`config.mk`:
```
export PLATFORM = sky130hd
export DESIGN_NAME = cv32e40px_rf_wb_buffer
export DESIGN_NICKNAME = d
export VERILOG_FILES = /design/src/rtl/cv32e40px_rf_wb_pkg.sv /design/src/rtl/cv32e40px_rf_wb_fifo.sv /design/src/rtl/cv32e40px_rf_wb_buffer.sv
export SDC_FILE = /design/constraint.sdc
export NUM_CORES = 1
export LEC_CHECK = 0
export CORE_MARGIN = 3
export CORE_UTILIZATION = 40
export CTS_CLUSTER_DIAMETER = 80
export DETAILED_ROUTE_END_ITERATION = 6
export GPL_ROUTABILITY_DRIVEN = 0
export PLACE_DENSITY = 0.77
export SLEW_MARGIN = 20
export SYNTH_ARGS = -nofsm -noshare
export SYNTH_HDL_FRONTEND = slang
export SYNTH_SLANG_ARGS = --single-unit
```
`constraint.sdc`:
```
create_clock -name clk -period 15.4 [get_ports clk]
set_clock_uncertainty 0.15 [all_clocks]
set_input_delay 3.08 -clock clk [delete_from_list [all_inputs] [get_ports clk]]
set_output_delay 3.08 -clock clk [all_outputs]
set_load 0.01 [all_outputs]
```
`src/rtl/cv32e40px_rf_wb_pkg.sv`:
```
// Shared types for the CORE-V-XIF result write-back buffer feeding regfile port W2.
package cv32e40px_rf_wb_pkg;

  localparam int unsigned RF_WB_ADDR_WIDTH  = 6;
  localparam int unsigned RF_WB_DATA_WIDTH  = 32;
  localparam int unsigned RF_WB_FP_BANK_BIT = RF_WB_ADDR_WIDTH - 1;

  typedef struct packed {
    logic [RF_WB_ADDR_WIDTH-1:0]   rd;
    logic                          dual;
    logic [2*RF_WB_DATA_WIDTH-1:0] data;
  } rf_wb_entry_t;

  typedef enum logic [1:0] {
    IDLE,
    WR_LO,
    WR_HI
  } rf_wb_state_e;

  // Partner register of a dual write; stays in the same (integer/FP) bank.
  function automatic logic [RF_WB_ADDR_WIDTH-1:0] rf_wb_hi_addr(
    input logic [RF_WB_ADDR_WIDTH-1:0] rd
  );
    return {rd[RF_WB_FP_BANK_BIT], rd[RF_WB_FP_BANK_BIT-1:1], 1'b1};
  endfunction

endpackage

```
`src/rtl/cv32e40px_rf_wb_fifo.sv`:
```
// Generic synchronous FIFO; exposes its storage and occupancy mask so the
// owner can summarise queued contents.
module cv32e40px_rf_wb_fifo #(
  parameter type         entry_t = logic,
  parameter int unsigned DEPTH   = 2
) (
  input  logic                       clk,
  input  logic                       rst,
  input  logic                       push,
  input  entry_t                     push_data,
  input  logic                       pop,
  output logic                       full,
  output logic                       empty,
  output entry_t                     head,
  output logic [$clog2(DEPTH)-1:0]   head_ptr,
  output logic [$clog2(DEPTH+1)-1:0] count,
  output logic [DEPTH-1:0]           valid,
  output entry_t                     entries [DEPTH]
);

  localparam int unsigned PTR_W = $clog2(DEPTH);
  localparam int unsigned CNT_W = $clog2(DEPTH+1);

  entry_t           mem [DEPTH];
  logic [PTR_W-1:0] wr_ptr;
  logic [PTR_W-1:0] rd_ptr;
  logic [PTR_W-1:0] offset;
  logic             do_push;
  logic             do_pop;

  assign full    = (count == CNT_W'(DEPTH));
  assign empty   = (count == '0);
  assign do_push = push && !full;
  assign do_pop  = pop && !empty;

  always_ff @(posedge clk) begin
    if (rst) begin
      wr_ptr <= '0;
      rd_ptr <= '0;
      count  <= '0;
    end else begin
      if (do_push) wr_ptr <= wr_ptr + 1'b1;
      if (do_pop)  rd_ptr <= rd_ptr + 1'b1;
      if (do_push && !do_pop)      count <= count + 1'b1;
      else if (!do_push && do_pop) count <= count - 1'b1;
    end
  end

  always_ff @(posedge clk) begin
    if (do_push) mem[wr_ptr] <= push_data;
  end

  assign head     = mem[rd_ptr];
  assign head_ptr = rd_ptr;
  assign entries  = mem;

  // Slot i is occupied when its distance from the read pointer is below count.
  always_comb begin
    valid  = '0;
    offset = '0;
    for (int unsigned i = 0; i < DEPTH; i++) begin
      offset   = PTR_W'(i) - rd_ptr;
      valid[i] = (CNT_W'(offset) < count);
    end
  end

endmodule

```
`src/rtl/cv32e40px_rf_wb_buffer.sv`:
```
// XIF result write-back buffer driving regfile W2; core writes take priority.
// Optional same-cycle bypass of single results: define CV32E40PX_RF_WB_BYPASS_EN.
module cv32e40px_rf_wb_buffer
  import cv32e40px_rf_wb_pkg::*;
#(
  parameter int unsigned ADDR_WIDTH = RF_WB_ADDR_WIDTH,
  parameter int unsigned DATA_WIDTH = RF_WB_DATA_WIDTH,
  parameter int unsigned DEPTH      = 2
) (
  input  logic                     clk,
  input  logic                     rst,
  input  logic                     core_we_i,
  input  logic [ADDR_WIDTH-1:0]    core_waddr_i,
  input  logic [DATA_WIDTH-1:0]    core_wdata_i,
  input  logic                     x_result_valid_i,
  output logic                     x_result_ready_o,
  input  logic                     x_result_we_i,
  input  logic                     x_result_dual_i,
  input  logic [ADDR_WIDTH-1:0]    x_result_rd_i,
  input  logic [2*DATA_WIDTH-1:0]  x_result_data_i,
  output logic                     we_b_o,
  output logic [ADDR_WIDTH-1:0]    waddr_b_o,
  output logic [DATA_WIDTH-1:0]    wdata_b_o,
  output logic [2**ADDR_WIDTH-1:0] pending_o,
  output logic                     empty_o
);

  localparam int unsigned PTR_W = $clog2(DEPTH);
  localparam int unsigned CNT_W = $clog2(DEPTH+1);

  rf_wb_state_e            state;
  rf_wb_state_e            state_next;
  rf_wb_entry_t            push_entry;
  rf_wb_entry_t            head;
  rf_wb_entry_t            entries [DEPTH];
  logic                    fifo_full;
  logic                    fifo_empty;
  logic                    fifo_push;
  logic                    fifo_pop;
  logic [PTR_W-1:0]        head_ptr;
  logic [CNT_W-1:0]        fifo_count;
  logic [DEPTH-1:0]        fifo_valid;
  logic                    handshake;
  logic                    bypass;
  logic                    drain_we;
  logic [ADDR_WIDTH-1:0]   drain_addr;
  logic [DATA_WIDTH-1:0]   drain_data;
  logic [2**ADDR_WIDTH-1:0] pend;

  assign x_result_ready_o = !rst && !fifo_full;
  assign handshake        = x_result_valid_i && x_result_ready_o;

`ifdef CV32E40PX_RF_WB_BYPASS_EN
  assign bypass = handshake && x_result_we_i && !x_result_dual_i &&
                  (state == IDLE) && fifo_empty && !core_we_i;
`else
  assign bypass = 1'b0;
`endif

  assign fifo_push  = handshake && x_result_we_i && !bypass;
  assign push_entry = '{rd:   x_result_rd_i,
                        dual: x_result_dual_i && !x_result_rd_i[0],
                        data: x_result_data_i};

  cv32e40px_rf_wb_fifo #(
    .entry_t (rf_wb_entry_t),
    .DEPTH   (DEPTH)
  ) u_fifo (
    .clk       (clk),
    .rst       (rst),
    .push      (fifo_push),
    .push_data (push_entry),
    .pop       (fifo_pop),
    .full      (fifo_full),
    .empty     (fifo_empty),
    .head      (head),
    .head_ptr  (head_ptr),
    .count     (fifo_count),
    .valid     (fifo_valid),
    .entries   (entries)
  );

  always_ff @(posedge clk) begin
    if (rst) state <= IDLE;
    else     state <= state_next;
  end

  // IDLE with a queued entry issues the low write at once, saving a bubble.
  always_comb begin
    state_next = state;
    fifo_pop   = 1'b0;
    drain_we   = 1'b0;
    drain_addr = head.rd;
    drain_data = head.data[DATA_WIDTH-1:0];
    case (state)
      IDLE, WR_LO: begin
        if (fifo_empty) begin
          state_next = IDLE;
        end else if (!core_we_i) begin
          drain_we = 1'b1;
          if (head.dual) begin
            state_next = WR_HI;
          end else begin
            fifo_pop   = 1'b1;
            state_next = (fifo_count > CNT_W'(1)) ? WR_LO : IDLE;
          end
        end
      end
      WR_HI: begin
        drain_addr = rf_wb_hi_addr(head.rd);
        drain_data = head.data[2*DATA_WIDTH-1:DATA_WIDTH];
        if (!core_we_i) begin
          drain_we   = 1'b1;
          fifo_pop   = 1'b1;
          state_next = (fifo_count > CNT_W'(1)) ? WR_LO : IDLE;
        end
      end
      default: state_next = IDLE;
    endcase
  end

  always_comb begin
    we_b_o    = 1'b0;
    waddr_b_o = '0;
    wdata_b_o = '0;
    if (!rst) begin
      if (core_we_i) begin
        we_b_o    = 1'b1;
        waddr_b_o = core_waddr_i;
        wdata_b_o = core_wdata_i;
      end else if (bypass) begin
        we_b_o    = 1'b1;
        waddr_b_o = x_result_rd_i;
        wdata_b_o = x_result_data_i[DATA_WIDTH-1:0];
      end else if (drain_we) begin
        we_b_o    = 1'b1;
        waddr_b_o = drain_addr;
        wdata_b_o = drain_data;
      end
    end
  end

  // Once the low half is written only the partner register is still pending.
  always_comb begin
    pend = '0;
    for (int unsigned i = 0; i < DEPTH; i++) begin
      if (fifo_valid[i]) begin
        if (!(state == WR_HI && PTR_W'(i) == head_ptr)) pend[entries[i].rd] = 1'b1;
        if (entries[i].dual) pend[rf_wb_hi_addr(entries[i].rd)] = 1'b1;
      end
    end
    pend[0] = 1'b0;
  end

  assign pending_o = pend;
  assign empty_o   = fifo_empty && (state == IDLE);

endmodule
```
==> results.md <==
* Final design area excluding fillers at 9771 um^2
* Post-DP Area at 9215 um^2
* Final Hold Viols at 0
* Critical path class: input port to output port
* Worst vdd ir at 0.08414 mV
* Simple-gate share of the synthesized area at 7.130%
* Compound-Gate Fraction of Synth Area at 13.27%
* Root buf cell: clkbuf_16
* Main combinational cell family by area after synthesis: compound AO/OA/AOI/OAI gates
* Worst skew pair latency at 0.41 ns
* Cell variety after synth at 49
* Post-Synth XOR/XNOR Area at 0.3791%
* Status: finished clean
* Synth warnings at 0
* Most frequent cells in the layout: clkdlybuf4s50_1, edfxtp_1
* Most common cell after layout, fill and taps aside: clkdlybuf4s50_1
* FF-to-FF Start: u_fifo.count[1]
* Clk pwr share at 38.6%
* Mux contribution to synthesized area at 11.95%
* FP Rows at 47
* Wire per inst at 20.80 um
* RSZ-0062 raised after global routing: no
* Mapped cell area at 6932 um^2
* Fillcell total at 1277
* RR Endpoint: u_fifo.entries[131]
* Ports at 219
* Internal at 758.8 uW
* Die area at 18940 um^2
* Hold Slack at 0.4475 ns
* Number of routed nets with antenna violations at 0
* Asr flop ratio synth at 0%
* Total Routing Usage GR at 18.75%
* First-pass GRT wire length at 26.85 mm
* DP HPWL at 12.57 mm
* Share of cells above drive strength 1 at 12.19%
* Synth area leaders: edfxtp_1, mux4_2, a22o_1, o32ai_1, o22ai_1
* Post_cts resized at 0
* Req. time, crit path at 12.17 ns
* Main flop type after synthesis: edfxtp_1
* PwrDens at 102.2 nW/um^2
* Reg2reg path depth at 4
* Core footprint at 16760 um^2
* Area growth syn-to-layout at 40.96%
* Num CTS Buffers at 17
* Routed WL at 18.06 mm
* Hold path endpoint: u_fifo.wr_ptr
* DRC violation total after the first TritonRoute iteration at 396
* Reg2reg setup slack at 12.33 ns
* N_diodes at 0
* Min-Delay Path Class: flop to flop
* Remaining DRCs at 0
* Pleak at 0.003084 uW
* Initial Utilization at 41.36%
* Syn_area_per_cell at 16.08 um^2
* Worst Tran Pin Value at 1.060 ns
* Switching share of power at 23.99%
* Cell taking the most area after synthesis: edfxtp_1
* Synthesized flop and latch total at 148
* Worst-path clk slew at 0.06 ns
* Hold buffers post-CTS at 0
* Crit end category: output port
* Total number of vias at 5023
* Post-route minimum period at 8.900 ns
* Tcrit/Tclk final at 57.80%
* Initial antenna violation count at 0
* Fin cells at 868
* Fmax at 112.4 MHz
* Die Y-Extent at 137.6 um
* Post-Synth Adder-Cell Area at 0.7220%
* Syn_nets at 549
* Inst Count DP at 836
* Maximum root-to-sink buffer count at 2
* H-tree levels at 4
* Post-Syn Instances at 431
* Area share of the largest cell type after synthesis at 61.52%
* Hold depth at 2
* Setup TNS at 0 ns
* Core Util, Final at 58.30%
* Crit path launch type: input port
* Finish-stage setup viols at 0
* NetSw at 239.4 uW
* Sequential Power Share at 46.8%
* Die W at 137.6 um
* Post-synth EDFFs at 142
* Vias/cell at 5.787
* CP arrival at 5.67 ns
* Worst hold start: u_fifo.wr_ptr
* Comb power frac at 14.6%
* CTS sink cnt at 148
* Post-CTS setup buffer count at 0
* Global route overflow at 0
* Largest net degree at the start of global routing at 72
* Slew margin rel. at 29.31%
* Nets at 753
* Vias in the first global route at 4925
* PortBufs at 217
* Max-Cap Viols at 0
* TritonCTS clock tree: yes
* Final Max Tran Viols at 0
* CP max FO at 33
* First-pass detailed-route iteration total at 5
* Sequential area share after synthesis at 63.25%
==> worst max-delay path, stage by stage <==
cell and delay [ns]:
clkdlybuf4s50_1 0.87, nor2b_4 0.81, a22o_1 0.30, clkdlybuf4s50_1 0.59
==> worst max path at each step <==
| stage | end | slack [ns] | cells after the start | startpoint |
|---|---|---|---|---|
| 3_5_place_dp | wdata_b_o[26] | 6.47 | 4 | core_we_i |
| 4_1_cts | wdata_b_o[26] | 6.43 | 4 | core_we_i |
| 2_1_floorplan | u_fifo.entries[100] | 7.97 | 3 | rst |
| 6_report | wdata_b_o[26] | 6.50 | 4 | core_we_i |
| 5_1_grt | wdata_b_o[26] | 6.39 | 4 | core_we_i |
| 3_3_place_gp | wdata_b_o[13] | 6.64 | 4 | core_we_i |
==> per-stage QoR <==
step / setup slack, ns / total power [uW]
2_1_floorplan: 7.975 / 553.3
3_3_place_gp: 6.637 / 617.4
3_5_place_dp: 6.470 / 622.1
4_1_cts: 6.434 / 1008
5_1_grt: 6.393 / 1037
6_report: 6.500 / 998.3
==> kinds of logic (layout without fill, tap and decap cells) <==
kind of cell	Yosys count	in the layout
compound gates	118	118
fa+ha+maj	4	4
mux	42	42
xor+xnor	3	3
buf+inv	39	256
flops	148	148
simple gates	76	76
other cells	1	1
==> state kept, by name, summed over array words and instances (netlist names) <==
signal	count
u_fifo.entries	142
state	2
u_fifo.count	2
u_fifo.head_ptr	1
u_fifo.wr_ptr	1
==> metal layers <==
| metal | wire length [um] | part of all wire [%] | vias to the layer above | global-route usage (%) |
|---|---|---|---|---|
| met4 | 473 | 2.6 | 0 | 6.818 |
| met3 | 1885 | 10 | 47 | 5.807 |
| li1 | - | - | 2240 | - |
| met5 | 0 | 0 | - | 0 |
| met1 | 6831 | 38 | 2405 | 22.25 |
| met2 | 8867 | 49 | 331 | 32.13 |
==> power by group through the flow <==
| stage | sequential, uW | combinational (uW) | clock, uW |
|---|---|---|---|
| after floorplan | 466 | 86.9 | 0 |
| after global placement | 475 | 142 | 0 |
| after detailed placement | 476 | 146 | 0 |
| after CTS | 468 | 147 | 393 |
| after global routing | 470 | 156 | 411 |
| final | 467 | 146 | 385 |
==> area by class of cell <==
cell class | instances | area (um^2) | share of cell area, %
Multi-Input combinational cell | 244 | 2342 | 23.97
Tap cell | 220 | 275.3 | 2.817
Sequential cell | 148 | 4388 | 44.91
Clock inverter | 15 | 130.1 | 1.332
Clock buffer | 17 | 425.4 | 4.354
Timing Repair Buffer | 220 | 2195 | 22.46
Inverter | 4 | 15.01 | 0.1537
==> cells in the mapped netlist (all sizes together), types with 2 or more instances <==
cell and number:
or2 3, nor2 9, or3b 7, ha 4, mux2i 7, o21ai 2
edfxtp 142, nand2 7, inv 4, mux4 32, nand2b 4, nand3 8
mux2 3, clkbuf 8, xnor2 2, dfxtp 6, nor2b 9, o22ai 32
nand3b 10, o21bai 7, o32ai 32, buf 27, a21oi 9, a22o 32
or3 7, nand4b 2, nor3b 2, nand4 2
Note: power is estimated with default switching activity, not from simulation.
